<file path="src/rtl/jtag_led_matrix_driver_pkg.sv">
`default_nettype none
// ============================================================================
// Package  : jtag_led_matrix_driver_pkg
// Purpose  : Matrix geometry and row/column helpers for the LED frame scanner.
// Revision : 1.0
// ============================================================================
package jtag_led_matrix_driver_pkg;

    localparam int NR_ROWS    = 9;
    localparam int NR_COLUMNS = 4;
    localparam int FRAME_BITS = NR_ROWS * NR_COLUMNS;
    localparam int COL_W      = 2;

    localparam logic [NR_COLUMNS-1:0] COLUMNS_OFF = 4'b1111;

    typedef logic [NR_ROWS-1:0]    row_t;
    typedef logic [FRAME_BITS-1:0] frame_t;
    typedef logic [COL_W-1:0]      col_t;
    typedef logic [NR_COLUMNS-1:0] colsel_t;

    // Active-low one-hot column strobe.
    function automatic colsel_t column_select(input col_t col);
        column_select      = COLUMNS_OFF;
        column_select[col] = 1'b0;
    endfunction

    // Row pattern of one column; frame bit c*NR_ROWS+r is row r of column c.
    function automatic row_t frame_row(input frame_t frame, input col_t col);
        frame_row = '0;
        for (int c = 0; c < NR_COLUMNS; c++) begin
            if (col == COL_W'(c)) begin
                frame_row = frame[c*NR_ROWS +: NR_ROWS];
            end
        end
    endfunction

endpackage

`default_nettype wire

</file>
<file path="src/rtl/jtag_led_matrix_driver_toggle_sync.sv">
`default_nettype none
// ============================================================================
// Module   : jtag_led_matrix_driver_toggle_sync
// Purpose  : Two-flop synchronizer for a toggle handshake; one-cycle pulse per flip.
// Revision : 1.0
// ============================================================================
module jtag_led_matrix_driver_toggle_sync
    import jtag_led_matrix_driver_pkg::*;
(
    input  logic clk_i,
    input  logic rst_i,
    input  logic toggle_i,
    output logic pulse_o
);

    logic sync1_q;
    logic sync2_q;
    logic prev_q;

    always_ff @(posedge clk_i) begin
        if (rst_i) begin
            sync1_q <= 1'b0;
            sync2_q <= 1'b0;
            prev_q  <= 1'b0;
        end else begin
            sync1_q <= toggle_i;
            sync2_q <= sync1_q;
            prev_q  <= sync2_q;
        end
    end

    assign pulse_o = sync2_q ^ prev_q;

endmodule

`default_nettype wire

</file>
<file path="src/rtl/jtag_led_matrix_driver.sv">
`default_nettype none
// ============================================================================
// Module   : jtag_led_matrix_driver
// Purpose  : Scans a double-buffered 36-bit JTAG frame onto the 9x4 LED matrix.
// Revision : 1.0
// ============================================================================
module jtag_led_matrix_driver
    import jtag_led_matrix_driver_pkg::*;
#(
    parameter int CLOCK_DIVIDE = 12000,
    parameter int BLANK_CYCLES = 16
) (
    input  logic                  clock,
    input  logic                  reset,
    input  logic [FRAME_BITS-1:0] frameData,
    input  logic                  frameToggle,
    input  logic                  enable,
    output logic [NR_ROWS-1:0]    LEDS,
    output logic [NR_COLUMNS-1:0] LEDS_columns,
    output logic                  frameLoaded,
    output logic [7:0]            frameCount
);

    localparam int PRE_W = (CLOCK_DIVIDE > 1) ? $clog2(CLOCK_DIVIDE) : 1;
    localparam logic [PRE_W-1:0] PRE_LAST  = PRE_W'(CLOCK_DIVIDE - 1);
    localparam logic [PRE_W-1:0] PRE_BLANK = PRE_W'(BLANK_CYCLES);
    localparam col_t             COL_LAST  = col_t'(NR_COLUMNS - 1);

    logic [PRE_W-1:0] prescaler_q, prescaler_d;
    col_t             column_q,    column_d;
    frame_t           shadow_q,    shadow_d;
    frame_t           active_q,    active_d;
    logic             pending_q,   pending_d;
    logic             enable_q;
    row_t             leds_q,      leds_d;
    colsel_t          columns_q,   columns_d;
    logic             loaded_q,    loaded_d;
    logic [7:0]       count_q,     count_d;

    logic w_new_frame;
    logic w_scan_end;
    logic w_swap;

    jtag_led_matrix_driver_toggle_sync u_toggle_sync (
        .clk_i    (clock),
        .rst_i    (reset),
        .toggle_i (frameToggle),
        .pulse_o  (w_new_frame)
    );

    always_comb begin
        prescaler_d = '0;
        column_d    = '0;
        shadow_d    = shadow_q;
        active_d    = active_q;
        pending_d   = pending_q;
        leds_d      = '0;
        columns_d   = COLUMNS_OFF;

        w_scan_end = enable && (prescaler_q == PRE_LAST) && (column_q == COL_LAST);
        // While disabled, the swap waits one cycle so the blanked outputs land first.
        w_swap     = pending_q && (w_scan_end || (!enable && !enable_q));

        if (enable) begin
            if (prescaler_q == PRE_LAST) begin
                column_d = (column_q == COL_LAST) ? col_t'(0) : column_q + col_t'(1);
            end else begin
                prescaler_d = prescaler_q + PRE_W'(1);
                column_d    = column_q;
            end
            columns_d = column_select(column_q);
            if (prescaler_q >= PRE_BLANK) begin
                leds_d = frame_row(active_q, column_q);
            end
        end

        // A swap coinciding with a new frame takes the old shadow and stays pending.
        if (w_swap) begin
            active_d  = shadow_q;
            pending_d = 1'b0;
        end
        if (w_new_frame) begin
            shadow_d  = frameData;
            pending_d = 1'b1;
        end

        loaded_d = w_swap;
        count_d  = count_q + (w_swap ? 8'd1 : 8'd0);
    end

    always_ff @(posedge clock) begin
        if (reset) begin
            prescaler_q <= '0;
            column_q    <= '0;
            shadow_q    <= '0;
            active_q    <= '0;
            pending_q   <= 1'b0;
            enable_q    <= 1'b0;
            leds_q      <= '0;
            columns_q   <= COLUMNS_OFF;
            loaded_q    <= 1'b0;
            count_q     <= '0;
        end else begin
            prescaler_q <= prescaler_d;
            column_q    <= column_d;
            shadow_q    <= shadow_d;
            active_q    <= active_d;
            pending_q   <= pending_d;
            enable_q    <= enable;
            leds_q      <= leds_d;
            columns_q   <= columns_d;
            loaded_q    <= loaded_d;
            count_q     <= count_d;
        end
    end

    assign LEDS         = leds_q;
    assign LEDS_columns = columns_q;
    assign frameLoaded  = loaded_q;
    assign frameCount   = count_q;

endmodule

`default_nettype wire

</file>
<file path="config.mk">
export PLATFORM = sky130hd
export DESIGN_NAME = jtag_led_matrix_driver
export DESIGN_NICKNAME = d
export VERILOG_FILES = /design/src/rtl/jtag_led_matrix_driver_pkg.sv /design/src/rtl/jtag_led_matrix_driver_toggle_sync.sv /design/src/rtl/jtag_led_matrix_driver.sv
export SDC_FILE = /design/constraint.sdc
export NUM_CORES = 1
export LEC_CHECK = 0
export ABC_AREA = 1
export ABC_CLOCK_PERIOD_IN_PS = 5770
export BUFFER_PORTS_ARGS = -buffer_cell sky130_fd_sc_hd__buf_2
export CORE_MARGIN = 3
export CORE_UTILIZATION = 55
export CTS_CLUSTER_DIAMETER = 150
export DETAILED_ROUTE_END_ITERATION = 16
export PLACE_DENSITY = 0.73
export SLEW_MARGIN = 10
export SYNTH_ARGS = -nofsm -noshare
export SYNTH_HDL_FRONTEND = slang
export SYNTH_SLANG_ARGS = --single-unit
</file>
<file path="constraint.sdc">
create_clock -name clock -period 5.77 [get_ports clock]
set_input_delay 0.577 -clock clock [delete_from_list [all_inputs] [get_ports clock]]
set_output_delay 0.577 -clock clock [all_outputs]
set_load 0.01 [all_outputs]
</file>
==> results of run 1 <==
==> worst register-to-register path, cell delays in order, from the launching register on <==
cell and delay, ns:
dfxtp_1 0.38, ha_1 0.40, nand2_1 0.09, inv_1 0.12, nand3_4 0.11, nand2_8 0.33, nand2_1 0.15, inv_1 0.08
ha_1 0.15, and3_1 0.20, nand3_1 0.11, nor3_1 0.21, nand2_1 0.08, nand2_1 0.06, nor2_1 0.05
==> logic make-up after synthesis <==
group | share of synthesized area [%]
flops | 48.2
compound gates | 14.1
fa+ha+maj | 2.10
xor+xnor | 0.734
buf+inv | 10.5
simple gates | 24.4
==> power breakdown <==
part,internal (W),switching (W)
Combinational,0.0000433,0.0000777
Sequential,0.000827,0.0000115
Clock,0.000727,0.000350
Total,0.00160,0.000439
==> per-layer routing <==
layer  global-route usage (%)  vias to the layer above
met4                     8.51                        0
met1                     28.3                     1802
li1                         -                     2096
met3                     6.45                       19
met5                        0                        -
met2                     33.5                      113
==> through the flow <==
stage,instances,util [%],instance area (µm²)
after floorplan,616,-,4770
after global placement,747,60.0,5000
after detailed placement,747,60.0,5000
after CTS,777,67.3,5620
after global routing,777,67.3,5620
final,777,67.3,5620
==> sequential cells by signal, indices dropped and copies added (netlist names) <==
name / count
LEDS_columns: 4
active_q: 36
u_toggle_sync.sync2_q: 1
prescaler_q: 14
u_toggle_sync.prev_q: 1
pending_q: 1
LEDS: 9
shadow_q: 36
frameCount: 8
enable_q: 1
column_q: 2
frameLoaded: 1
u_toggle_sync.sync1_q: 1
==> layout make-up <==
class | count | area (µm²)
flip-flops and latches | 115 | 2300
multi-input cells | 390 | 1970
clock buffers | 20 | 455
clock inverters | 10 | 156
repair buffers | 63 | 320
well taps | 105 | 131
fillers | 710 | 2720
inverters | 74 | 278
==> cell usage in the layout, fill, tap and decap left out <==
cell,n
o21bai_1,1
o21ai_0,3
o211ai_1,9
nor2_4,1
buf_2,61
nor3_1,5
buf_4,2
clkinv_1,4
a211oi_1,36
dfxtp_2,1
nand3_1,64
nand4_1,5
clkbuf_16,16
a21oi_1,59
or2_2,1
nand3_4,1
nor2_1,98
clkinv_4,1
inv_1,67
nor2_2,2
clkbuf_8,4
clkinvlp_4,1
inv_2,3
nand3b_1,1
clkinv_2,4
dfxtp_1,114
a21boi_0,1
bufinv_16,4
nand2_2,3
nand2_8,1
ha_1,8
o211a_1,1
nand2_1,85
and3_1,1
xor2_1,4
==> worst max-delay path by stage <==
stage                     cells past startpoint            end  slack, ns           start
after floorplan                              15  frameCount[7]       3.62  prescaler_q[0]
after global placement                       12  frameCount[7]       3.26          enable
after detailed placement                     14  frameCount[7]       3.17     column_q[0]
after CTS                                    14  frameCount[7]       3.15     column_q[0]
after global routing                         14  frameCount[7]       2.82     column_q[0]
final                                        14  frameCount[7]       3.12     column_q[0]
==> summary.txt, run 1 <==
Floorplanning
  – FP Rows: 33
  – Initial Util: a little under three fifths
  – Die Y-Extent: about 99 µm
  – Core ar.: 8340 µm²
  – I/O pin total: 62
  – Die area: approximately 9800 µm²
  – Die Span X: slightly below 100 µm

Worst hold path
  – Worst Hold Endpoint: u_toggle_sync.sync1_q
  – Min-delay worst type: input pin to flop
  – Hold-critical path depth: 3
  – HP Start: frameToggle

Logic synthesis
  – #FFs+latches synth: 115
  – Yosys warns: 0
  – Synth area leader: dfxtp_1
  – Yosys cell types: 32
  – Register area share after synthesis: between 40% and 50%
  – Net count after synthesis: 664
  – Mapped cell area: 4770 µm²
  – Post-synthesis area per instance: approximately 7.8 µm²
  – Most frequent cell after synthesis: dfxtp_1
  – Top area cells in the synthesized netlist: dfxtp_1 48%, nor2_1 7.7%, nand3_1 6.7%
  – Post-synth EDFFs: 0
  – Post-synthesis cell count: just over 600
  – Top FF cell, synth: dfxtp_1
  – Synth async-reset ratio: 0%
  – Post-synth top cells: 115 x dfxtp_1, 98 x nor2_1, 85 x nand2_1
  – Share of the synthesized area in the top cell type: between 40% and 50%

Drt
  – Antenna Nets Post-Route: 0
  – Drt drc: 0
  – Met3 WL: 602 µm
  – Routed wl met2: 4630 µm
  – Pre-antenna DRT Iters: 5
  – Highest routed layer: met4
  – DR iter-0 viols: approximately 200
  – Vias per cell: a little over 5
  – DRT met1 WL: about 4700 µm
  – WL/cell: about 13 µm
  – Via count: about 4000
  – Final WL: 10100 µm

Setup path
  – CP top delay family: simple AND/OR/NAND/NOR gates
  – Cells along the critical path: ha_1, nand2_1, inv_1, nand3_4, nand2_8, nand2_1, inv_1, ha_1, and3_1, nand3_1, nor3_1, nand2_1, nand2_1, nor2_1
  – Crit-path slowest cell: ha_1
  – Worst setup EP type: flop
  – Crit start category: flop
  – CP max stage delay: ~0.4 ns
  – Most common cell on crit path: nand2_1
  – RR Startpoint: column_q[0]
  – Critical Path RT: a little over 6 ns
  – R2r setup slk: ~3.1 ns
  – FF-to-FF End: frameCount[7]
  – CP Class: flop to flop
  – CP Data Arrival Time: 3.05 ns
  – Cells on worst reg2reg path: 14
  – Crit path buffers/inverters: 2
  – CP Max Fanout: between 70 and 80

Run
  – Max cap viols: 0

Placement
  – Post-DP HPWL: between 6000 and 7000 µm
  – Port bufs: roughly 60
  – Placement Setup Slack: 3.17 ns
  – GP Congestion: ~0.85

Clock tree
  – CTS tree: yes
  – Hold buffer count at cts: 0
  – Setup Fix Bufs, Post-CTS: 0
  – Num CTS Buffers: 17
  – Clock root buffer: clkbuf_8
  – Htree depth: 4
  – Cts repair resizes: 0
  – Clock-pin slew on the worst setup and hold paths: about 0.060 ns
  – CTS max path bufs: 2
  – CTS Sinks: approximately 120
  – Later-pin clock latency in the skew report: 0.51 ns

Global routing
  – First-pass GRT wire length: approximately 17000 µm
  – Gr usage total: between 20% and 30%
  – Largest net degree at the start of global routing: between 70 and 80
  – Initial antenna violation count: 0
  – Total gr overflow: 0
  – Vias in the first global route: roughly 3800

STA
  – Worst setup margin: roughly 3.1 ns
  – Period utilisation layout: ~46%
  – Setup-failing EPs final: 0
  – Final hold violations: 0
  – FMAX: 378 MHz
  – Setup TNS: 0 ns
  – Count of pins over their slew limit: 0
  – Slew @ Worst Pin: 1.07 ns
  – Max-Slew Margin vs Limit: 28.3%
  – Fin crit period: between 2 and 3 ns
  – Min Hold Slack: 0.264 ns
  – RSZ-0062 raised after global routing: false
  – Post-route clock skew: between 0.007 and 0.008 ns

Cells and area
  – Nets: about 710
  – # diodes: 0
  – P&R area growth vs syn: 17.6%
  – Layout cells sized above 1: ~16%

Pwr
  – PwrDens: between 300 and 400 nW/µm²
  – Worst vdd ir: around 0.24 mV
  – Leakage power: 2.30 nW
  – Tot Pwr: slightly above 0.002 W

Run status
  – Outcome: finished, final reports clean
Note: power is estimated with default switching activity, not from simulation.
==> inputs of run 2 (changes only) <==
Settings changed: ABC_AREA 1 to 0, ABC_CLOCK_PERIOD_IN_PS 5770 to 2300, CORE_UTILIZATION 55 to 52.
Clock period 5.77 ns to 2.3 ns, I/O delays scaled along.
==> summary.txt, run 2 <==
Cells and area
  – Register area: ~2300 µm²
  – P&R area growth vs syn: 29.4%
  – Commonest non-fill, non-tap cell in the layout: dfxtp_1
  – Core Util, Final: between 60% and 70%
  – Final non-filler cell total: between 700 and 800
  – Footprint of the multi-input gates: between 2000 and 2500 µm²
  – Largest registers: active_q (36), shadow_q (36), prescaler_q (14)
  – Layout cells sized above 1: roughly 18%
  – FILL cells: between 600 and 700
  – Nets: about 680
  – Most frequent cells in the layout: 113 x dfxtp_1, 92 x nand2_1, 73 x nand2b_1
  – # diodes: 0

Global routing
  – Gr usage total: between 20% and 30%
  – First-pass GRT wire length: approximately 18000 µm
  – Vias in the first global route: approximately 3800
  – Initial antenna violation count: 0
  – Largest net degree at the start of global routing: roughly 120
  – Total gr overflow: 0

Pwr
  – Leakage power: 2.28 nW
  – Clk pwr share: about half
  – Worst vdd ir: around 0.52 mV
  – PwrDens: about 780 nW/µm²
  – Sequential Power Share: a little over two fifths
  – Power share of the combinational group: 5.4%
  – Sw power: between 0.001 and 0.0015 W
  – Switch share: approximately 22%
  – Int Pwr: between 0.003 and 0.004 W

Logic synthesis
  – Top FF cell, synth: dfxtp_1
  – Yosys cell types: 32
  – Net count after synthesis: between 500 and 600
  – #FFs+latches synth: 115
  – Post-synthesis cell count: 527
  – Most frequent cell after synthesis: dfxtp_1
  – Post-synth EDFFs: 0
  – Share of the synthesized area in the top cell type: between 40 and 50%
  – Synth area leader: dfxtp_1
  – Yosys warns: 0
  – Mapped cell area: approximately 4700 µm²
  – Synth async-reset ratio: 0%
  – Top area cells in the synthesized netlist: dfxtp_1 49%, nand2b_1 9.6%, mux2i_1 7.8%
  – Post-synth top cells: 115 x dfxtp_1, 92 x nand2_1, 73 x nand2b_1
  – Post-synthesis area per instance: between 8 and 9 µm²
  – Register area share after synthesis: ~50%

STA
  – Setup-failing EPs final: 0
  – Count of pins over their slew limit: 0
  – Period utilisation layout: a little over nine tenths
  – Max-Slew Margin vs Limit: 44.7%
  – Slew @ Worst Pin: between 0.8 and 0.9 ns
  – Post-route clock skew: around 0.01 ns
  – Worst setup margin: 0.0728 ns
  – Min Hold Slack: around 0.083 ns
  – FMAX: 449 MHz
  – Final hold violations: 0
  – Fin crit period: ~2.2 ns

Drt
  – Drt drc: 0
  – Pre-antenna DRT Iters: 5
  – Via count: 3808
  – WL/cell: approximately 14 µm
  – Final WL: 10700 µm
  – Antenna Nets Post-Route: 0
  – DR iter-0 viols: 217
  – Vias per cell: between 5 and 6

Setup path
  – Critical Path RT: approximately 2.7 ns
  – CP Max Fanout: 3
  – Worst setup EP type: flop
  – CP Data Arrival Time: 2.61 ns
  – CP Class: flop to flop
  – Crit start category: flop

Run
  – Max cap viols: 0

Clock tree
  – Num CTS Buffers: 17
  – CTS max path bufs: 2
  – Later-pin clock latency in the skew report: between 0.5 and 0.6 ns
  – CTS Sinks: ~120
  – CTS tree: yes
  – Clock-pin slew on the worst setup and hold paths: roughly 0.060 ns
  – Htree depth: 4
  – Clock root buffer: clkbuf_8

Floorplanning
  – Initial Util: between 50% and 60%
  – Core ar.: 8810 µm²
  – Die Span X: roughly 100 µm
  – FP Rows: 34
  – I/O pin total: 62
  – Die area: ~10000 µm²
  – Die Y-Extent: between 100 and 150 µm

Run status
  – Outcome: finished, final reports clean

Placement
  – Port bufs: 61
  – Placement Setup Slack: about 0.052 ns
  – Post-Place Cells: 679
  – GP Congestion: roughly 0.86
  – Post-DP HPWL: approximately 6700 µm

Worst hold path
  – Min-delay worst type: input pin to flop
[run 2: changes by cell type in the layout (fill, tap and decap cells not counted), sizes merged, moves of 37 or more]
cell and change:
inv -55, dlygate4sd3 +37, mux2i +37, nor2 -78
nand2b +73, nand3 -55
[run 2: repair_timing]
| action | CTS | global route |
|---|---|---|
| hold buffers | 37 | 0 |
| hold endpoints to repair | 37 | 0 |
| setup buffers | 0 | 1 |
| endpoints found under the setup margin | 0 | 5 |
| resized for setup | 0 | 2 |
[run 2: final timing paths]
kind,endpoint,from,depth (start not counted),slack (ns)
worst max register to register,frameCount[4],prescaler_q[8],8,0.07
worst min register to register,u_toggle_sync.sync2_q,u_toggle_sync.sync1_q,1,0.44
worst min-delay path,column_q[0],enable,3,0.08
worst max-delay path,frameCount[4],prescaler_q[8],8,0.07
[run 2: layout make-up]
type | count | area share (%)
Clock buffer | 21 | 7.17
Clock inverter | 10 | 1.80
Inverter | 16 | 0.980
Multi-Input combinational cell | 366 | 37.3
Sequential cell | 115 | 37.6
Tap cell | 108 | 2.20
Timing Repair Buffer | 112 | 12.9
[run 2: per-layer routing]
layer | track usage, % | vias up | part of all wire [%]
met5 | 0 | - | 0
met4 | 9.92 | 0 | 1.7
met3 | 4.89 | 16 | 4.0
met2 | 36.5 | 92 | 50
met1 | 27.8 | 1760 | 44
li1 | - | 1940 | -
[run 2: metrics by stage]
step | total power (W) | cell area (µm²) | TNS [ns]
6_report | 0.00475 | 6130 | 0
5_1_grt | 0.00491 | 6130 | -0.00257
3_3_place_gp | 0.00230 | 5190 | 0
3_5_place_dp | 0.00231 | 5190 | 0
4_1_cts | 0.00476 | 6110 | 0
2_1_floorplan | 0.00223 | 4780 | -0.122
[run 2: cells by family after synthesis]
family          after synthesis  synth area share (%)
fa+ha+maj                     8                  2.11
xor+xnor                     20                  3.70
compound gates               68                  8.45
mux                          37                  7.82
simple gates                233                  24.9
buf+inv                      46                  4.38
flops                       115                  48.6
[run 2: power by group through the flow]
stage / Combinational, W / Clock (W) / Sequential (W)
after global placement: 0.000204 / 0 / 0.00210
after floorplan: 0.000138 / 0 / 0.00210
after global routing: 0.000287 / 0.00256 / 0.00206
after CTS: 0.000257 / 0.00245 / 0.00206
final: 0.000258 / 0.00244 / 0.00206
after detailed placement: 0.000208 / 0 / 0.00210
[run 2: critical path: stages, from the launching register on]
cell and delay [ns]:
dfxtp_1 0.33, or3_1 0.39, or4_4 0.46, o21ai_4 0.26
ha_4 0.17, ha_2 0.19, nand3_1 0.10, xor2_1 0.16
nor2_1 0.05
